### config.mk
export PLATFORM = sky130hd
export DESIGN_NAME = weight_loader
export DESIGN_NICKNAME = d
export VERILOG_FILES = /design/src/rtl/weight_loader_pkg.sv /design/src/rtl/weight_loader.sv
export SDC_FILE = /design/constraint.sdc
export NUM_CORES = 1
export LEC_CHECK = 0
export ABC_AREA = 1
export BUFFER_PORTS_ARGS = -buffer_cell sky130_fd_sc_hd__buf_2
export CELL_PAD_IN_SITES_DETAIL_PLACEMENT = 1
export CELL_PAD_IN_SITES_GLOBAL_PLACEMENT = 1
export CORE_MARGIN = 2
export CORE_UTILIZATION = 38
export CTS_CLUSTER_DIAMETER = 200
export DETAILED_ROUTE_END_ITERATION = 8
export HOLD_SLACK_MARGIN = 0.1
export PLACE_DENSITY = 0.83
export SLEW_MARGIN = 20
export SYNTH_ARGS = -nofsm -noshare
export SYNTH_HDL_FRONTEND = slang
export SYNTH_SLANG_ARGS = --single-unit
### constraint.sdc
create_clock -name clk -period 2.18 [get_ports clk]
set_clock_uncertainty 0.2 [all_clocks]
set_input_delay 0.327 -clock clk [delete_from_list [all_inputs] [get_ports clk]]
set_output_delay 0.327 -clock clk [all_outputs]
set_load 0.01 [all_outputs]
### src/rtl/weight_loader_pkg.sv
// Shared definitions for the PE weight path: loader state encoding and
// default word/address widths.
package weight_loader_pkg;

  localparam int DEF_DATA_WIDTH = 16;
  localparam int DEF_ADDR_WIDTH = 32;

  typedef enum logic [1:0] {
    ST_IDLE   = 2'd0,
    ST_LOAD   = 2'd1,
    ST_GAP    = 2'd2,
    ST_FINISH = 2'd3
  } wl_state_t;

endpackage

### src/rtl/weight_loader.sv
// Streams weight words from a valid/ready source into the PE weight port,
// one registered write per accepted word, with optional idle gaps.
module weight_loader
  import weight_loader_pkg::*;
#(
  parameter int DATA_WIDTH = DEF_DATA_WIDTH,
  parameter int ADDR_WIDTH = DEF_ADDR_WIDTH,
  parameter int WR_GAP     = 0
) (
  input  logic                  clk,
  input  logic                  rst_n,
  input  logic                  start,
  input  logic [ADDR_WIDTH-1:0] base_addr,
  input  logic [ADDR_WIDTH-1:0] num_words,
  input  logic                  abort,
  input  logic [DATA_WIDTH-1:0] s_data,
  input  logic                  s_valid,
  output logic                  s_ready,
  output logic [DATA_WIDTH-1:0] weight_wr_data,
  output logic [ADDR_WIDTH-1:0] weight_wr_addr,
  output logic                  weight_wr_en,
  output logic                  busy,
  output logic                  done
);

  localparam int GAP_W = (WR_GAP > 0) ? $clog2(WR_GAP + 1) : 1;
  localparam logic [GAP_W-1:0] GAP_LAST = (WR_GAP > 0) ? GAP_W'(WR_GAP - 1) : '0;
  localparam bit HAS_GAP = (WR_GAP > 0);

  wl_state_t             state;
  wl_state_t             state_next;
  logic [ADDR_WIDTH-1:0] base_q;
  logic [ADDR_WIDTH-1:0] num_q;
  logic [ADDR_WIDTH-1:0] idx;
  logic [GAP_W-1:0]      gap_cnt;
  logic                  accept;
  logic                  last_word;

  // Abort wins over a same-cycle accept, so the dropped word never reaches the port.
  assign accept    = (state == ST_LOAD) && s_valid && !abort;
  assign last_word = (idx == (num_q - {{(ADDR_WIDTH-1){1'b0}}, 1'b1}));

  // Next-state decode
  always_comb begin
    state_next = state;
    case (state)
      ST_IDLE: begin
        if (start) begin
          state_next = (num_words == '0) ? ST_FINISH : ST_LOAD;
        end else begin
          state_next = ST_IDLE;
        end
      end
      ST_LOAD: begin
        if (abort) begin
          state_next = ST_IDLE;
        end else if (accept) begin
          if (last_word) begin
            state_next = ST_FINISH;
          end else if (HAS_GAP) begin
            state_next = ST_GAP;
          end else begin
            state_next = ST_LOAD;
          end
        end else begin
          state_next = ST_LOAD;
        end
      end
      ST_GAP: begin
        if (abort) begin
          state_next = ST_IDLE;
        end else if (gap_cnt == GAP_LAST) begin
          state_next = ST_LOAD;
        end else begin
          state_next = ST_GAP;
        end
      end
      ST_FINISH: state_next = ST_IDLE;
      default:   state_next = ST_IDLE;
    endcase
  end

  // State register and status outputs derived from it
  always_ff @(posedge clk or negedge rst_n) begin
    if (!rst_n) begin
      state   <= ST_IDLE;
      s_ready <= 1'b0;
      busy    <= 1'b0;
      done    <= 1'b0;
    end else begin
      state   <= state_next;
      s_ready <= (state_next == ST_LOAD);
      busy    <= (state_next != ST_IDLE);
      done    <= (state == ST_FINISH);
    end
  end

  // Load descriptor capture and word index
  always_ff @(posedge clk or negedge rst_n) begin
    if (!rst_n) begin
      base_q <= '0;
      num_q  <= '0;
      idx    <= '0;
    end else if ((state == ST_IDLE) && start) begin
      base_q <= base_addr;
      num_q  <= num_words;
      idx    <= '0;
    end else if (accept) begin
      idx    <= idx + {{(ADDR_WIDTH-1){1'b0}}, 1'b1};
    end
  end

  // Gap counter, cleared whenever the FSM leaves GAP
  always_ff @(posedge clk or negedge rst_n) begin
    if (!rst_n) begin
      gap_cnt <= '0;
    end else if ((state == ST_GAP) && (state_next == ST_GAP)) begin
      gap_cnt <= gap_cnt + {{(GAP_W-1){1'b0}}, 1'b1};
    end else begin
      gap_cnt <= '0;
    end
  end

  // Weight port: strobe one cycle after each accept, address/data hold otherwise
  always_ff @(posedge clk or negedge rst_n) begin
    if (!rst_n) begin
      weight_wr_en   <= 1'b0;
      weight_wr_addr <= '0;
      weight_wr_data <= '0;
    end else begin
      weight_wr_en <= accept;
      if (accept) begin
        weight_wr_addr <= base_q + idx;
        weight_wr_data <= s_data;
      end
    end
  end

endmodule

==> flow_metrics.env <==
export IMPL_status="finished with violations"
export IMPL_violations="negative setup slack"
export IMPL_ios=137
export IMPL_drive_above_1_share=0.342
export IMPL_grt_max_degree=85
export IMPL_place_ws_ns=-0.435
export IMPL_powerDensity_nw_per_um2=733
export IMPL_drt_iter0_markers=1101
export IMPL_drc=0
export IMPL_overflow=0
export IMPL_synth_simple_area_share=0.356
export IMPL_clk_pin_slew_ns=0.10
export IMPL_synth_avg_cell_area_um2=7.15
export IMPL_synth_edf_count=0
export IMPL_synthArstFlopShare=1.00
export IMPL_die_h_um=164
export IMPL_synth_compound_gate_area_share=0.0901
export IMPL_synth_top_family_by_area="simple AND/OR/NAND/NOR gates"
export IMPL_ir_drop_v=0.000516
export IMPL_mappedNetlistArea_um2=9700
export IMPL_core_area_um2=25100
export IMPL_timing_final_crit_share=1.37
export IMPL_clk_latency_ns=0.47
export IMPL_placed_area_um2=11700
export IMPL_leakage_nw=7.06
export IMPL_area_delta_synth_final_pct=51.2
export IMPL_synth_commonest_cells="nand2_1, dfrtp_1, nor2_1"
export IMPL_hp_class="in -> reg"
export IMPL_critPathRequiredTime_ns=2.33
export IMPL_root_buffer="clkbuf_16"
export IMPL_maxCapViolations=0
export IMPL_design_area_um2=14700
export IMPL_place_congestion=0.892
export IMPL_synthMuxAreaShare=0
export IMPL_synth_seq_cells=151
export IMPL_numPortBuffers=136
export IMPL_drv_slew=0
export IMPL_setup_violations=48
export IMPL_relSlewSlack=0.479
export IMPL_path_class="reg -> reg"
export IMPL_cts_htree_levels=4
export IMPL_end_kind="register"
export IMPL_final_nets=1852
export IMPL_setup_tns_ns=-14.35
export IMPL_grt_usage=0.306
export IMPL_viasPerCell=5.85
export IMPL_synth_top_cell_area_share=0.390
export IMPL_first_global_vias=12000
export IMPL_initial_core_util=0.386
export IMPL_drt_wl_total_um=51600
export IMPL_period_needed_ns=2.99
export IMPL_yosys_warnings=0
export IMPL_worst_path_max_fanout=4
export IMPL_clkSinkCount=151
export IMPL_synth_net_count=1475
export IMPL_synth_adder_area_share=0.0446
export IMPL_final_util=0.584
export IMPL_dp_hpwl_um=25800
export IMPL_clk_path_buf_depth=2
export IMPL_synthTopCellsByArea="dfrtp_1, nand2_1, nor2_1"
export IMPL_p_total_w=0.0107
export IMPL_n_fill_cell=3050
export IMPL_grt_pass1_wl_um=63600
export IMPL_worst_endpoint_arrival_ns=3.14
export IMPL_yosysSeqAreaShare=0.390
export IMPL_synth_xor_area_frac=0.0574
export IMPL_synth_cell_type_count=47
export IMPL_antenna_found_initial=6
export IMPL_fin_ws_ns=-0.812
export IMPL_fmax_mhz=334
export IMPL_antenna_left=0
export IMPL_start_kind="register"
export IMPL_syn_inst=1356
export IMPL_cts_tree="done"
export IMPL_via_count=12100
export IMPL_fp_row_count=58
export IMPL_synth_top_area_cell="dfrtp_1"
export IMPL_yosysMostFrequentCell="nand2_1"
export IMPL_ys_flop_type="dfrtp_1"
export IMPL_worst_pin_slew_ns=0.774
export IMPL_detail_route_wl_per_cell_um=24.8
export IMPL_dr_pass1_iters=8
export IMPL_die_w_um=164
export IMPL_numCtsBuffers=17
export IMPL_hold_viol_final=0
export IMPL_dieArea_um2=26800
export IMPL_rsz0062_at_grt="yes"
[flip-flops by register name, summed over array words and instances, names as in the netlist]
register        flops
base_q             32
weight_wr_addr     32
gap_cnt             1
busy                1
state               2
s_ready             1
done                1
num_q              32
weight_wr_data     16
weight_wr_en        1
idx                32
[final timing paths]
check / startpoint / end / slack (ns) / depth (start not counted)
max: base_q[10] / weight_wr_addr[30] / -0.81 / 11
min: abort / state[0] / 0.1 / 4
max reg2reg: base_q[10] / weight_wr_addr[30] / -0.81 / 11
min reg2reg: weight_wr_data[15] / weight_wr_data[15] / 0.28 / 2
max in group asynchronous: rst_n / idx[14] / 0.96 / 3
min in group asynchronous: rst_n / weight_wr_data[2] / 0.12 / 2
[stage by stage]
step | hold slack, ns | std cells
2_1_floorplan | -0.169 | 1356
3_3_place_gp | 0.0257 | 1919
3_5_place_dp | 0.0232 | 1919
4_1_cts | 0.105 | 2041
5_1_grt | 0.133 | 2076
6_report | 0.0969 | 2077
[layout make-up]
| cell class | count | area (µm²) | share of cell area |
|---|---|---|---|
| clock inverters | 15 | 150 | 0.0102 |
| clock buffers | 17 | 425 | 0.0290 |
| flip-flops and latches | 151 | 3790 | 0.259 |
| multi-input cells | 1048 | 6440 | 0.439 |
| diodes | 1 | 2.50 | 0.000171 |
| inverters | 119 | 457 | 0.0312 |
| well taps | 330 | 413 | 0.0282 |
| repair buffers | 396 | 2980 | 0.203 |
[cells by family after synthesis]
kind of cell | count (synthesis)
AOI/OAI and AO/OA | 157
xor gates and xnor gates | 62
adders and majority gates | 34
buffers and inverters | 157
DFF | 151
other | 1
and+or+nand+nor | 794
[placed cells by master, fill, tap and decap left out, types with 30 or more instances in the layout]
master           n
inv_1          100
nand2_1        444
xor2_1          30
buf_4          158
nor2_1         105
nand3_1         42
dlygate4sd3_1   81
dfrtp_1        138
buf_2          135
o21ai_0         55
nand2_2         35
[metal layers]
layer	global-route usage	vias to the layer above	share of wire
met4	0.146	4	0.085
met2	0.556	749	0.48
li1	-	5125	-
met1	0.351	5950	0.34
met3	0.0465	318	0.090
met5	0	-	0.00052
[power breakdown]
group | internal [W] | switching, W
Sequential | 0.00334 | 0.000589
Combinational | 0.00152 | 0.00220
Clock | 0.00153 | 0.00157
Total | 0.00639 | 0.00436
[critical path, cell delays in order (launching register included)]
cell     delay, ns
dfrtp_1       0.56
ha_4          0.41
nand2_1       0.13
nor2_1        0.23
nand2_1       0.21
o21ai_2       0.34
buf_4         0.20
buf_6         0.10
nand3_2       0.07
nand2_1       0.10
nand2_1       0.07
a31oi_1       0.25
[repair_timing]
action,4_1_cts,5_1_grt
pin swaps,22,52
gates resized for setup,102,183
setup endpoints to repair,27,47
buffers inserted,10,38
hold buffers,81,0
hold endpoints to repair,231,0
(Power assumes the default switching activity.)
